[src/rtl/esfa_pkg.sv]
// ---------------------------------------------------------------------------
// esfa_pkg
// Shared constants for the ESFA cell-bus controller: cell-bus selector codes,
// host command op codes, response status codes and the sequencer state enum.
// ---------------------------------------------------------------------------
package esfa_pkg;

    // Cell-bus selector codes (3-bit, zero-extended onto the W-bit bus)
    localparam logic [2:0] SEL_UPDATE = 3'd0;  // write index/value into cell named by metadata
    localparam logic [2:0] SEL_LOOKUP = 3'd1;  // match index within array code in metadata
    localparam logic [2:0] SEL_RSVD2  = 3'd2;
    localparam logic [2:0] SEL_RSVD3  = 3'd3;
    localparam logic [2:0] SEL_RSVD4  = 3'd4;
    localparam logic [2:0] SEL_AVAIL  = 3'd5;  // markAvailableCell, read-only, doubles as idle
    localparam logic [2:0] SEL_ENRANK = 3'd6;  // report rank of cells holding array code
    localparam logic [2:0] SEL_DEBUG  = 3'd7;  // never driven by the sequencer

    // Host command op codes
    localparam logic [1:0] OP_UPDATE  = 2'd0;
    localparam logic [1:0] OP_LOOKUP  = 2'd1;
    localparam logic [1:0] OP_ENRANK  = 2'd2;
    localparam logic [1:0] OP_ILLEGAL = 2'd3;

    // Response status codes
    localparam logic [1:0] RSP_OK   = 2'd0;  // OK / HIT
    localparam logic [1:0] RSP_MISS = 2'd1;
    localparam logic [1:0] RSP_FULL = 2'd2;
    localparam logic [1:0] RSP_ERR  = 2'd3;

    typedef enum logic [2:0] {
        IDLE      = 3'd0,
        P1_WAIT   = 3'd1,
        P1_SAMPLE = 3'd2,
        P2_WAIT   = 3'd3,
        P2_SAMPLE = 3'd4,
        RESP      = 3'd5
    } seq_state_t;

endpackage

[src/rtl/esfa_hit_select.sv]
// ---------------------------------------------------------------------------
// esfa_hit_select
// Combinational reduction of the per-cell reply vector.
//   i_hit        [NUM_CELLS]    per-cell bool
//   i_context    [NUM_CELLS*W]  per-cell context (rank), cell k at [k*W +: W]
//   o_low_handle [W]            lowest set bit of i_hit (0 when none)
//   o_max_handle [W]            hit with the largest rank, lowest handle on tie
//   o_any                       at least one hit
// ---------------------------------------------------------------------------
module esfa_hit_select #(
    parameter int NUM_CELLS = 8,
    parameter int W         = 8
) (
    input  logic [NUM_CELLS-1:0]   i_hit,
    input  logic [NUM_CELLS*W-1:0] i_context,
    output logic [W-1:0]           o_low_handle,
    output logic [W-1:0]           o_max_handle,
    output logic                   o_any
);

    logic [W-1:0] w_best_ctx;

    always_comb begin
        o_low_handle = '0;
        o_max_handle = '0;
        o_any        = 1'b0;
        w_best_ctx   = '0;
        // Scan downwards so the last assignment is the lowest set bit.
        for (int k = NUM_CELLS - 1; k >= 0; k--) begin
            if (i_hit[k]) o_low_handle = W'(k);
        end
        // Strict '>' on an ascending scan keeps the lowest handle on equal ranks.
        for (int k = 0; k < NUM_CELLS; k++) begin
            if (i_hit[k] && (!o_any || (i_context[k*W +: W] > w_best_ctx))) begin
                w_best_ctx   = i_context[k*W +: W];
                o_max_handle = W'(k);
                o_any        = 1'b1;
            end
        end
    end

endmodule

[src/rtl/esfa_cell_sequencer.sv]
// ---------------------------------------------------------------------------
// esfa_cell_sequencer
// Command-level controller and sole driver of the shared ESFA cell bus.
// Runs each host command as a fixed sequence of bus operations and reduces
// the per-cell replies to a single response.
//   clk, reset                 clock, synchronous active-low reset
//   cmd_valid/ready/op/array/index/value   host command handshake
//   rsp_valid/ready/status/data            host response handshake
//   cell_selector/index/value/metadata/is_meta   registered broadcast bus
//   cell_bool/result/context   per-cell replies, cell k at [k*W +: W]
// ---------------------------------------------------------------------------
module esfa_cell_sequencer
    import esfa_pkg::*;
#(
    parameter int NUM_CELLS = 8,
    parameter int W         = 8
) (
    input  logic                   clk,
    input  logic                   reset,
    input  logic                   cmd_valid,
    output logic                   cmd_ready,
    input  logic [1:0]             cmd_op,
    input  logic [W-1:0]           cmd_array,
    input  logic [W-1:0]           cmd_index,
    input  logic [W-1:0]           cmd_value,
    output logic                   rsp_valid,
    input  logic                   rsp_ready,
    output logic [1:0]             rsp_status,
    output logic [W-1:0]           rsp_data,
    output logic [W-1:0]           cell_selector,
    output logic [W-1:0]           cell_index,
    output logic [W-1:0]           cell_value,
    output logic [W-1:0]           cell_metadata,
    output logic                   cell_is_meta,
    input  logic [NUM_CELLS-1:0]   cell_bool,
    input  logic [NUM_CELLS*W-1:0] cell_result,
    input  logic [NUM_CELLS*W-1:0] cell_context
);

    seq_state_t   r_state;
    logic [1:0]   r_op;
    logic [W-1:0] r_index, r_value, r_handle;
    logic         r_cmd_ready, r_rsp_valid;
    logic [1:0]   r_rsp_status;
    logic [W-1:0] r_rsp_data;
    logic [W-1:0] r_sel, r_bus_index, r_bus_value, r_bus_meta;
    logic         r_is_meta;

    logic [W-1:0] w_low_handle, w_max_handle;
    logic         w_any;
    logic [W-1:0] w_max_result, w_low_context;
    logic         w_h_bool;
    logic         w_done;
    logic [1:0]   w_done_status;
    logic [W-1:0] w_done_data;

    esfa_hit_select #(.NUM_CELLS(NUM_CELLS), .W(W)) u_hit (
        .i_hit        (cell_bool),
        .i_context    (cell_context),
        .o_low_handle (w_low_handle),
        .o_max_handle (w_max_handle),
        .o_any        (w_any)
    );

    // Per-cell muxes keyed by handle: winner's result, lowest hit's context,
    // and the phase-2 bool of the cell allocated in phase 1.
    always_comb begin
        w_max_result  = '0;
        w_low_context = '0;
        w_h_bool      = 1'b0;
        for (int k = 0; k < NUM_CELLS; k++) begin
            if (w_max_handle == W'(k)) w_max_result  = cell_result[k*W +: W];
            if (w_low_handle == W'(k)) w_low_context = cell_context[k*W +: W];
            if (r_handle == W'(k))     w_h_bool      = cell_bool[k];
        end
    end

    // Every way a command finishes: decides entry to RESP and its payload.
    always_comb begin
        w_done        = 1'b0;
        w_done_status = RSP_OK;
        w_done_data   = '0;
        case (r_state)
            P1_WAIT: begin
                if (r_op == OP_ILLEGAL) begin
                    w_done        = 1'b1;
                    w_done_status = RSP_ERR;
                end
            end
            P1_SAMPLE: begin
                case (r_op)
                    OP_LOOKUP: begin
                        w_done        = 1'b1;
                        w_done_status = w_any ? RSP_OK : RSP_MISS;
                        w_done_data   = w_any ? w_max_result : '0;
                    end
                    OP_ENRANK: begin
                        w_done        = 1'b1;
                        w_done_status = w_any ? RSP_OK : RSP_MISS;
                        w_done_data   = w_any ? w_low_context : '0;
                    end
                    default: begin
                        // UPDATE: only finishes here when no cell is free
                        if (!w_any) begin
                            w_done        = 1'b1;
                            w_done_status = RSP_FULL;
                        end
                    end
                endcase
            end
            P2_SAMPLE: begin
                w_done        = 1'b1;
                w_done_status = w_h_bool ? RSP_OK : RSP_ERR;
                w_done_data   = r_handle;
            end
            default: ;
        endcase
    end

    always_ff @(posedge clk) begin
        if (!reset) begin
            r_state      <= IDLE;
            r_cmd_ready  <= 1'b1;
            r_rsp_valid  <= 1'b0;
            r_rsp_status <= RSP_OK;
            r_rsp_data   <= '0;
            r_sel        <= W'(SEL_AVAIL);
            r_bus_index  <= '0;
            r_bus_value  <= '0;
            r_bus_meta   <= '0;
            r_is_meta    <= 1'b0;
            r_op         <= OP_UPDATE;
            r_index      <= '0;
            r_value      <= '0;
            r_handle     <= '0;
        end else if (w_done) begin
            // Response and bus idle pattern land on the same edge.
            r_state      <= RESP;
            r_rsp_valid  <= 1'b1;
            r_rsp_status <= w_done_status;
            r_rsp_data   <= w_done_data;
            r_sel        <= W'(SEL_AVAIL);
            r_bus_index  <= '0;
            r_bus_value  <= '0;
            r_bus_meta   <= '0;
            r_is_meta    <= 1'b0;
        end else begin
            case (r_state)
                IDLE: begin
                    if (cmd_valid) begin
                        r_op        <= cmd_op;
                        r_index     <= cmd_index;
                        r_value     <= cmd_value;
                        r_cmd_ready <= 1'b0;
                        r_state     <= P1_WAIT;
                        case (cmd_op)
                            OP_UPDATE: begin
                                r_sel     <= W'(SEL_AVAIL);
                                r_is_meta <= 1'b0;
                            end
                            OP_LOOKUP: begin
                                r_sel       <= W'(SEL_LOOKUP);
                                r_bus_index <= cmd_index;
                                r_bus_meta  <= cmd_array;
                                r_is_meta   <= 1'b1;
                            end
                            OP_ENRANK: begin
                                r_sel      <= W'(SEL_ENRANK);
                                r_bus_meta <= cmd_array;
                                r_is_meta  <= 1'b1;
                            end
                            default: ;  // illegal op leaves the bus idle
                        endcase
                    end
                end
                P1_WAIT: r_state <= P1_SAMPLE;
                P1_SAMPLE: begin
                    // Only an UPDATE with a free cell gets here: write into it.
                    r_handle    <= w_low_handle;
                    r_sel       <= W'(SEL_UPDATE);
                    r_bus_meta  <= w_low_handle;
                    r_is_meta   <= 1'b1;
                    r_bus_index <= r_index;
                    r_bus_value <= r_value;
                    r_state     <= P2_WAIT;
                end
                P2_WAIT: r_state <= P2_SAMPLE;
                RESP: begin
                    if (rsp_ready) begin
                        r_rsp_valid <= 1'b0;
                        r_cmd_ready <= 1'b1;
                        r_state     <= IDLE;
                    end
                end
                default: r_state <= IDLE;
            endcase
        end
    end

    assign cmd_ready     = r_cmd_ready;
    assign rsp_valid     = r_rsp_valid;
    assign rsp_status    = r_rsp_status;
    assign rsp_data      = r_rsp_data;
    assign cell_selector = r_sel;
    assign cell_index    = r_bus_index;
    assign cell_value    = r_bus_value;
    assign cell_metadata = r_bus_meta;
    assign cell_is_meta  = r_is_meta;

endmodule

[config.mk]
export PLATFORM = sky130hd
export DESIGN_NAME = esfa_cell_sequencer
export DESIGN_NICKNAME = d
export VERILOG_FILES = /design/src/rtl/esfa_pkg.sv /design/src/rtl/esfa_hit_select.sv /design/src/rtl/esfa_cell_sequencer.sv
export SDC_FILE = /design/constraint.sdc
export NUM_CORES = 1
export LEC_CHECK = 0
export BUFFER_PORTS_ARGS = -buffer_cell sky130_fd_sc_hd__buf_2
export CORE_ASPECT_RATIO = 0.6
export CORE_MARGIN = 2
export CORE_UTILIZATION = 50
export CTS_CLUSTER_SIZE = 40
export DETAILED_ROUTE_END_ITERATION = 6
export PLACE_DENSITY = 0.79
export REMOVE_ABC_BUFFERS = 1
export SLEW_MARGIN = 20
export SYNTH_ARGS = -nofsm -noshare
export SYNTH_HDL_FRONTEND = slang
export SYNTH_SLANG_ARGS = --single-unit
[constraint.sdc]
create_clock -name clk -period 25 [get_ports clk]
set_input_delay 7.5 -clock clk [delete_from_list [all_inputs] [get_ports clk]]
set_output_delay 7.5 -clock clk [all_outputs]
set_load 0.01 [all_outputs]
==> results.sh, run 1 <==
export IMPL_status="complete, but fails checks"
export IMPL_violations="design-rule violations"
export IMPL_fill_cells=1113
export IMPL_ctsHtreeMaxLevel=3
export IMPL_use_met1_pct=46.96
export IMPL_wl_per_cell_um=19.58
export IMPL_area_growth_pct=22.24
export IMPL_pin_count=211
export IMPL_setup_viol=0
export IMPL_period_minus_slack_ps=21310
export IMPL_num_vias=7345
export IMPL_drv_slew=0
export IMPL_max_slew_margin_pct=18.03
export IMPL_yosys_area_top_type="dfxtp_1"
export IMPL_holdBufCountCts=0
export IMPL_clock_root_buffer="clkbuf_16"
export IMPL_rsz0062_at_grt="false"
export IMPL_synth_simple_area_share_pct=22.73
export IMPL_dpl_hpwl_mm=18.36
export IMPL_overflow=0
export IMPL_clkSinkCount=64
export IMPL_grt_met3_usage_pct=11.81
export IMPL_crit_arrival_ps=21580
export IMPL_synthArstFlopShare_pct=0
export IMPL_slowest_stage="or4_1"
export IMPL_p_int_mw=0.3394
export IMPL_synth_most_common_cell="nand2_1"
export IMPL_wl_mm=23.02
export IMPL_cts_resized=0
export IMPL_critical_path_max_stage_delay_ps=800
export IMPL_die_w_um=149.8
export IMPL_synth_commonest_cells="117 x nand2_1, 72 x nor2_1, 67 x a21oi_1"
export IMPL_power_share_switching_pct=43.08
export IMPL_clkLatencyLatePin_ps=330
export IMPL_crit_type="in -> reg"
export IMPL_power_frac_comb_pct=51.5
export IMPL_stdcell_count=1176
export IMPL_ys_warn_count=0
export IMPL_yosys_area_top_type_share_pct=20.10
export IMPL_p_seq_share_pct=23.4
export IMPL_clock_fmax_mhz=46.93
export IMPL_nNetsFinal=1236
export IMPL_irDropWorstVdd_v=0.00004175
export IMPL_synthXorXnorAreaFrac_pct=0.1374
export IMPL_grt_pass1_vias=6628
export IMPL_grt_pass1_wl_mm=35.67
export IMPL_n_antenna_cell=0
export IMPL_start_kind="input port"
export IMPL_synthesis_instances=831
export IMPL_drc=2
export IMPL_synth_top_family_by_area="compound AO/OA/AOI/OAI gates"
export IMPL_antenna_left=0
export IMPL_ys_ff_latch=64
export IMPL_worst_pin_slew_ps=1219
export IMPL_synth_cell_types=72
export IMPL_grt_usage_pct=33.33
export IMPL_grt_max_degree=35
export IMPL_cts_tree="yes"
export IMPL_setup_ws_ps=3690
export IMPL_cts_buffers=9
export IMPL_crit_path_end_kind="flip-flop"
export IMPL_final_area_um2=7791
export IMPL_cap_violations=0
export IMPL_p_leak_nw=3.470
export IMPL_crit_top_cell="ha_1"
export IMPL_netlist_top_cells_area="dfxtp_1 20%, ha_1 13%, nand2_1 6.9%, a21oi_1 5.3%, nor2_1 4.2%"
export IMPL_switching_power_mw=0.2569
export IMPL_power_density_nw_per_um2=76.53
export IMPL_via_per_inst=6.246
export IMPL_fin_crit_sh_pct=85.24
export IMPL_start_util_pct=52.00
export IMPL_placed_area_um2=7435
export IMPL_final_setup_tns_ps=0
export IMPL_rows=31
export IMPL_drt_iter0_drc=807
export IMPL_synthAdderAreaFrac_pct=12.56
export IMPL_cp_required_ps=25270
export IMPL_hold_violations=0
export IMPL_synth_edf_count=0
export IMPL_p_clk_share_pct=25.0
export IMPL_grt_busiest_layer="met2"
export IMPL_use_met2_pct=47.90
export IMPL_pre_cts_ws_ps=3800
export IMPL_ys_flop_type="dfxtp_1"
export IMPL_dieArea_um2=13700
export IMPL_cts_setup_buffers=0
export IMPL_synth_compound_area_share_pct=34.04
export IMPL_antenna_found_initial=1
export IMPL_place_gp_congestion=1.054
export IMPL_skew_ps=7.864
export IMPL_clk_pin_slew_ps=60
export IMPL_clk_path_buf_depth=2
export IMPL_hold_class="reg -> reg"
export IMPL_muxShareOfSynthArea_pct=5.261
export IMPL_crit_path_max_fanout=20
export IMPL_die_height_um=91.46
export IMPL_total_power_mw=0.5962
export IMPL_syn_avg_cell_area_um2=7.670
export IMPL_core_area_um2=12260
export IMPL_port_buffers=205
export IMPL_synth_area_um2=6374
export IMPL_yosysSeqAreaShare_pct=20.10
export IMPL_layout_drive_gt1_share_pct=26.11
export IMPL_drt_pass1_iterations=7
export IMPL_post_place_cells=1160
power by group through the flow:
stage	Combinational [mW]	Clock, mW	Sequential (mW)
after floorplan	0.196	0	0.145
after global placement	0.295	0	0.140
after detailed placement	0.298	0	0.141
after CTS	0.300	0.150	0.139
after global routing	0.341	0.155	0.143
final	0.307	0.149	0.140
cell usage in the layout (no fill, tap or decap), types with 12 or more instances in the layout:
cell type / synthesis / final
buf_2: 8 / 205
nand2_1: 117 / 117
nor2_1: 72 / 71
a21oi_1: 67 / 67
ha_1: 64 / 64
dfxtp_1: 64 / 64
o21ai_0: 32 / 31
inv_1: 25 / 25
nand3_1: 20 / 20
mux2i_1: 20 / 20
a21boi_0: 20 / 20
a21o_1: 18 / 18
a211oi_1: 15 / 15
a22o_1: 15 / 15
o211ai_1: 14 / 14
a311oi_1: 14 / 14
o21a_1: 14 / 14
nor3b_1: 14 / 14
nand4_1: 13 / 13
nor2b_1: 12 / 12
and2_1: 12 / 12
worst paths after layout:
kind                    start                to  slack [ps]  cells after the start
max reg2reg        r_state[1]  cell_metadata[1]       22200                      6
max              cell_bool[0]       rsp_data[6]        3690                     50
min          cell_metadata[7]  cell_metadata[7]         450                      2
min reg2reg  cell_metadata[7]  cell_metadata[7]         450                      2
through the flow:
stage / utilization, % / hold slack, ps
after global placement: 60.66 / 435.9
after detailed placement: 60.66 / 443.8
after CTS: 63.55 / 448.3
after global routing: 63.57 / 475.6
final: 63.57 / 448.1
after floorplan: - / 432.1
routing by layer:
layer	wire length [um]	share of wire, %	vias up
met3	3131	14	53
li1	-	-	3471
met2	9157	40	473
met1	10100	44	3344
met4	544	2.4	4
met5	92	0.40	-
critical path: cells and delay by family:
family                     cells  cell delay, ps
buffers and inverters          3             860
muxes                          1             360
and+or+nand+nor               13            3700
AOI/OAI and AO/OA             26            7120
adders and majority gates      7            2000
kinds of logic (layout without fill, tap and decap cells):
logic type | after synthesis | in the layout
compound gates | 296 | 296
xor+xnor | 1 | 1
fa+ha+maj | 64 | 64
buf+inv | 76 | 252
flops | 64 | 64
mux | 30 | 30
other cells | 1 | 5
simple gates | 299 | 299
registers in the layout, indices dropped and copies added (netlist names), 2 cells and up:
register and count:
r_op 2, r_handle 3, cell_index 8, rsp_data 8
rsp_status 2, cell_selector 3, r_state 3, cell_value 8
r_value 8, cell_metadata 8, r_index 8
layout make-up:
class / count / area (um2) / share of cell area (%)
clock buffer: 10 / 239.0 / 3.067
clock inverter: 6 / 115.1 / 1.477
inverter: 25 / 93.84 / 1.204
multi-input combinational: 695 / 4785 / 61.41
sequential: 64 / 1281 / 16.44
tap: 165 / 206.4 / 2.650
timing repair buffer: 211 / 1071 / 13.75
(Power assumes the default switching activity.)
==> run 2, diff against run 1 <==
PLACE_DENSITY = 0.83   (was 0.79)
SLEW_MARGIN = 40   (was 20)
==> run 2 against run 1 <==
Compared with the run above: the flow now finishes without violations; combinational power barely moved; register-to-register slack improved by 170 ps; critical endpoint is now rsp_data[3]; core utilization barely moved; critical path depth rose by 4; largest power group unchanged; largest cell class unchanged; via count fell by 0.94%; maximum frequency rose by 0.23%; non-clock buffer count did not move; setup slack improved by 48 ps; flip-flop and latch count did not move; first-iteration DRC count fell by 14%; total power fell by 1.8%; sequential share of layout area barely moved.
==> results.sh, run 2 (same netlist as run 1, synthesis figures left out) <==
export IMPL_pre_cts_ws_ps=3792
export IMPL_cts_resized=0
export IMPL_cts_buffers=9
export IMPL_period_minus_slack_ps=21260
export IMPL_crit_family="compound AO/OA/AOI/OAI gates"
export IMPL_grt_max_degree=35
export IMPL_nNetsFinal=1236
export IMPL_hp_start="cell_value[6]"
export IMPL_clkLatencyLatePin_ps=330
export IMPL_hold_class="reg -> reg"
export IMPL_power_density_nw_per_um2=75.18
export IMPL_n_antenna_cell=0
export IMPL_area_growth_pct=22.20
export IMPL_clk_path_buf_depth=2
export IMPL_antenna_found_initial=2
export IMPL_rsz0062_at_grt="false"
export IMPL_critical_path_max_stage_delay_ps=830
export IMPL_port_buffers=205
export IMPL_num_vias=7276
export IMPL_crit_path_end_kind="flip-flop"
export IMPL_cts_tree="yes"
export IMPL_dieArea_um2=13700
export IMPL_pin_count=211
export IMPL_grt_pass1_wl_mm=35.31
export IMPL_cap_violations=0
export IMPL_dpl_hpwl_mm=18.07
export IMPL_layout_drive_gt1_share_pct=26.31
export IMPL_start_util_pct=52.00
export IMPL_p_leak_nw=3.467
export IMPL_total_power_mw=0.5856
export IMPL_reg2reg_depth=8
export IMPL_clock_fmax_mhz=47.03
export IMPL_r2r_start="r_state[0]"
export IMPL_wl_mm=22.55
export IMPL_slowest_stage="or4_1"
export IMPL_via_per_inst=6.187
export IMPL_setup_ws_ps=3738
export IMPL_crit_path_max_fanout=20
export IMPL_clk_pin_slew_ps=60
export IMPL_cts_setup_buffers=0
export IMPL_grt_pass1_vias=6764
export IMPL_clkSinkCount=64
export IMPL_status="completed"
export IMPL_ctsHtreeMaxLevel=3
export IMPL_core_area_um2=12260
export IMPL_wl_per_cell_um=19.17
export IMPL_irDropWorstVdd_v=0.00003241
export IMPL_holdBufCountCts=0
export IMPL_most_common_layout_cells="205 x buf_2, 116 x nand2_1, 70 x nor2_1"
export IMPL_critPathBufInv=5
export IMPL_reg2reg_slack_ps=22370
export IMPL_r2r_end="rsp_data[7]"
export IMPL_overflow=0
export IMPL_die_w_um=149.8
export IMPL_drv_slew=0
export IMPL_drt_iter0_drc=698
export IMPL_hold_violations=0
export IMPL_cp_required_ps=25250
export IMPL_hold_end="cell_value[6]"
export IMPL_max_slew_margin_pct=46.24
export IMPL_final_setup_tns_ps=0
export IMPL_fin_crit_sh_pct=85.05
export IMPL_start_kind="input port"
export IMPL_holdPathStages=2
export IMPL_clock_root_buffer="clkbuf_16"
export IMPL_grt_usage_pct=32.44
export IMPL_antenna_left=0
export IMPL_skew_ps=10.96
export IMPL_setup_viol=0
export IMPL_worst_pin_slew_ps=800.2
export IMPL_crit_arrival_ps=21520
export IMPL_rows=31
export IMPL_crit_type="in -> reg"
export IMPL_drt_pass1_iterations=7
export IMPL_drc=0
export IMPL_place_gp_congestion=1.049
export IMPL_die_height_um=91.46
export IMPL_final_common_cell="buf_2"
[run 2: changes by cell type in the layout (fill, tap and decap cells not counted), sizes merged]
cell      before  now
clkinvlp       1    0
clkinv         1    3
bufinv         3    2
[run 2: metrics by stage]
| stage | cell area (um2) | util [%] | std cells | hold slack, ps |
|---|---|---|---|---|
| 2_1_floorplan | 6157 | - | 784 | 432.1 |
| 3_5_place_dp | 7458 | 60.85 | 1160 | 444.7 |
| 5_1_grt | 7789 | 63.55 | 1176 | 462.8 |
| 3_3_place_gp | 7435 | 60.66 | 1160 | 437.3 |
| 4_1_cts | 7789 | 63.55 | 1176 | 453.0 |
| 6_report | 7789 | 63.55 | 1176 | 451.6 |
[run 2: cell type report]
| type | count | area, um2 |
|---|---|---|
| Multi-Input combinational cell | 695 | 4806 |
| Inverter | 25 | 93.84 |
| Tap cell | 165 | 206.4 |
| Clock inverter | 6 | 91.34 |
| Fill cell | 1112 | 4468 |
| Clock buffer | 10 | 239.0 |
| Timing Repair Buffer | 211 | 1071 |
| Sequential cell | 64 | 1281 |
[run 2: worst register-to-register path, stage by stage (launching register included)]
cell and delay, ps:
dfxtp_1 400, nor2_1 320, nand2_1 180, buf_4 290
o21a_1 340, and2_0 410, a22oi_1 290, o211a_1 210
o211ai_2 70
[run 2: worst max-delay path by stage]
stage                    start           to  slack [ps]  cells past startpoint
3_5_place_dp      cell_bool[0]  rsp_data[3]        3790                     54
2_1_floorplan  cell_context[5]  rsp_data[3]        4560                     50
6_report          cell_bool[0]  rsp_data[3]        3740                     54
5_1_grt           cell_bool[0]  rsp_data[3]        2840                     52
3_3_place_gp      cell_bool[0]  rsp_data[3]        4340                     52
4_1_cts           cell_bool[0]  rsp_data[3]        4120                     54
[run 2: power breakdown]
part	total [mW]	internal, mW	switching, mW
registers	0.140	0.123	0.0166
clock network	0.138	0.0905	0.0473
logic	0.308	0.116	0.192
total	0.586	0.330	0.256
[run 2: per-layer routing]
layer  global-route usage (%)  part of all wire, %
met5                        0                 0.12
met4                    7.390                  1.8
met3                    9.397                   13
met2                    48.13                   41
met1                    46.16                   44
==> run 3, diff against run 2 <==
BUFFER_PORTS_ARGS = unset   (was -buffer_cell sky130_fd_sc_hd__buf_2)
DONT_BUFFER_PORTS = 1   (was unset)
PLACE_DENSITY = 0.69   (was 0.83)
==> run 3 against run 2 <==
Compared with the run above: clock-buffer cell count down 1; critical path depth down 4; clock power about the same; maximum frequency down 0.18%; cell count down 17%; wire length up 7.7%; combinational power down 11%; register-to-register slack worse by 260 ps; setup slack worse by 38 ps; sequential share of layout area up 2.5 points; worst hold slack worse by 2.6 ps; die area unchanged; critical endpoint is now rsp_data[4].
==> results.sh, run 3 (same netlist as run 1, synthesis figures left out) <==
export IMPL_cp_required_ps=25260
export IMPL_grt_usage_pct=35.13
export IMPL_r2r_end="rsp_data[4]"
export IMPL_max_slew_margin_pct=41.15
export IMPL_clk_path_buf_depth=2
export IMPL_clk_pin_slew_ps=60
export IMPL_crit_arrival_ps=21560
export IMPL_most_common_layout_cells="115 x nand2_1, 70 x nor2_1, 67 x a21oi_1"
export IMPL_worst_pin_slew_ps=876.9
export IMPL_clkSinkCount=64
export IMPL_rows=31
export IMPL_cts_tree="yes"
export IMPL_hold_violations=0
export IMPL_crit_type="in -> reg"
export IMPL_ctsHtreeMaxLevel=3
export IMPL_final_setup_tns_ps=0
export IMPL_place_gp_congestion=1.061
export IMPL_grt_max_degree=35
export IMPL_drt_iter0_drc=794
export IMPL_start_util_pct=52.00
export IMPL_drc=0
export IMPL_wl_per_cell_um=25.00
export IMPL_slowest_stage="or4_1"
export IMPL_power_share_switching_pct=44.86
export IMPL_cap_violations=0
export IMPL_via_per_inst=6.902
export IMPL_holdBufCountCts=0
export IMPL_fin_crit_sh_pct=85.20
export IMPL_layout_drive_gt1_share_pct=7.816
export IMPL_stdcell_count=971
export IMPL_cts_buffers=9
export IMPL_setup_viol=0
export IMPL_hold_class="reg -> reg"
export IMPL_start_kind="input port"
export IMPL_pin_count=211
export IMPL_clock_fmax_mhz=46.95
export IMPL_rsz0062_at_grt="false"
export IMPL_crit_path_end_kind="flip-flop"
export IMPL_clock_root_buffer="clkbuf_16"
export IMPL_skew_ps=10.84
export IMPL_num_vias=6702
export IMPL_nNetsFinal=1031
export IMPL_overflow=0
export IMPL_grt_pass1_vias=6216
export IMPL_crit_path_max_fanout=17
export IMPL_area_growth_pct=6.262
export IMPL_p_leak_nw=2.606
export IMPL_r2r_start="r_state[1]"
export IMPL_clkLatencyLatePin_ps=340
export IMPL_reg2reg_depth=6
export IMPL_power_frac_comb_pct=48.7
export IMPL_drv_slew=0
export IMPL_die_w_um=149.8
export IMPL_status="completed"
export IMPL_switching_power_mw=0.2530
export IMPL_antenna_found_initial=1
export IMPL_dpl_hpwl_mm=19.54
export IMPL_pre_cts_ws_ps=3800
export IMPL_cts_setup_buffers=0
export IMPL_p_seq_share_pct=26.3
export IMPL_cp_startpoint="cell_context[5]"
export IMPL_dieArea_um2=13700
export IMPL_drt_pass1_iterations=6
export IMPL_irDropWorstVdd_v=0.00004134
export IMPL_final_common_cell="nand2_1"
export IMPL_critical_path_max_stage_delay_ps=820
export IMPL_antenna_left=0
export IMPL_die_height_um=91.46
export IMPL_cts_resized=0
export IMPL_setup_ws_ps=3700
export IMPL_core_area_um2=12260
export IMPL_wl_mm=24.27
export IMPL_power_density_nw_per_um2=83.29
export IMPL_crit_top_cell="ha_1"
export IMPL_n_antenna_cell=0
export IMPL_port_buffers=0
export IMPL_post_place_cells=954
export IMPL_worstSetupEndpoint="rsp_data[4]"
export IMPL_total_power_mw=0.5641
export IMPL_period_minus_slack_ps=21300
export IMPL_p_clk_share_pct=25.0
export IMPL_final_core_util_pct=55.26
export IMPL_p_int_mw=0.3111
export IMPL_grt_pass1_wl_mm=36.65
export IMPL_fill_cells=1186
export IMPL_reg2reg_slack_ps=22110
-- run 3: cell types whose count changed in the layout (fill, tap and decap cells not counted) --
| cell | change |
|---|---|
| nor3_2 | +1 |
| a2111oi_0 | -1 |
| inv_6 | +1 |
| clkinv_2 | -1 |
| buf_2 | -205 |
| nand2_2 | +1 |
| nand2_1 | -1 |
| a2111oi_1 | +1 |
| clkinvlp_4 | +1 |
| buf_4 | -1 |
| nor3_1 | -1 |
| clkbuf_8 | -1 |
| buf_6 | +1 |
-- run 3: area by class of cell --
| type | count | area [um2] | share of cell area, % |
|---|---|---|---|
| Clock inverter | 7 | 102.6 | 1.515 |
| Sequential cell | 64 | 1281 | 18.92 |
| Inverter | 25 | 93.84 | 1.386 |
| Multi-Input combinational cell | 695 | 4815 | 71.09 |
| Clock buffer | 9 | 225.2 | 3.325 |
| Tap cell | 165 | 206.4 | 3.048 |
| Timing Repair Buffer | 6 | 48.80 | 0.7205 |
-- run 3: power by group through the flow --
stage	combinational (mW)	clock, mW	sequential [mW]
after global placement	0.254	0	0.149
after global routing	0.306	0.145	0.151
after CTS	0.266	0.141	0.148
after floorplan	0.196	0	0.145
after detailed placement	0.264	0	0.150
final	0.275	0.141	0.148
-- run 3: how the worst min path moves through the flow --
stage | cells past startpoint | to | slack [ps] | from
4_1_cts | 2 | cell_value[6] | 450 | r_value[6]
5_1_grt | 2 | cell_value[7] | 460 | r_value[7]
3_3_place_gp | 2 | cell_value[4] | 440 | r_value[4]
2_1_floorplan | 2 | cell_value[0] | 430 | r_value[0]
6_report | 2 | cell_value[7] | 450 | r_value[7]
3_5_place_dp | 2 | cell_value[6] | 440 | r_value[6]
-- run 3: worst max-delay path, delay by kind of cell --
kind                       cells  cell delay [ps]
and+or+nand+nor               13             3710
buffers and inverters          3              670
muxes                          1              130
AOI/OAI and AO/OA             26             7270
adders and majority gates      7             2250
-- run 3: routing by layer --
layer | global-route usage, % | up-vias | part of all wire [%]
met5 | 0 | - | 0.054
met2 | 49.08 | 411 | 39
met4 | 8.019 | 2 | 2.5
li1 | - | 3067 | -
met3 | 12.96 | 42 | 13
met1 | 50.68 | 3180 | 46
-- run 3: metrics by stage --
step,cell area (um2),hold WS [ps]
floorplan,6157,432.1
global placement,6401,440.5
detailed placement,6427,442.7
CTS,6755,451.4
global route,6773,458.2
finish,6773,449.0
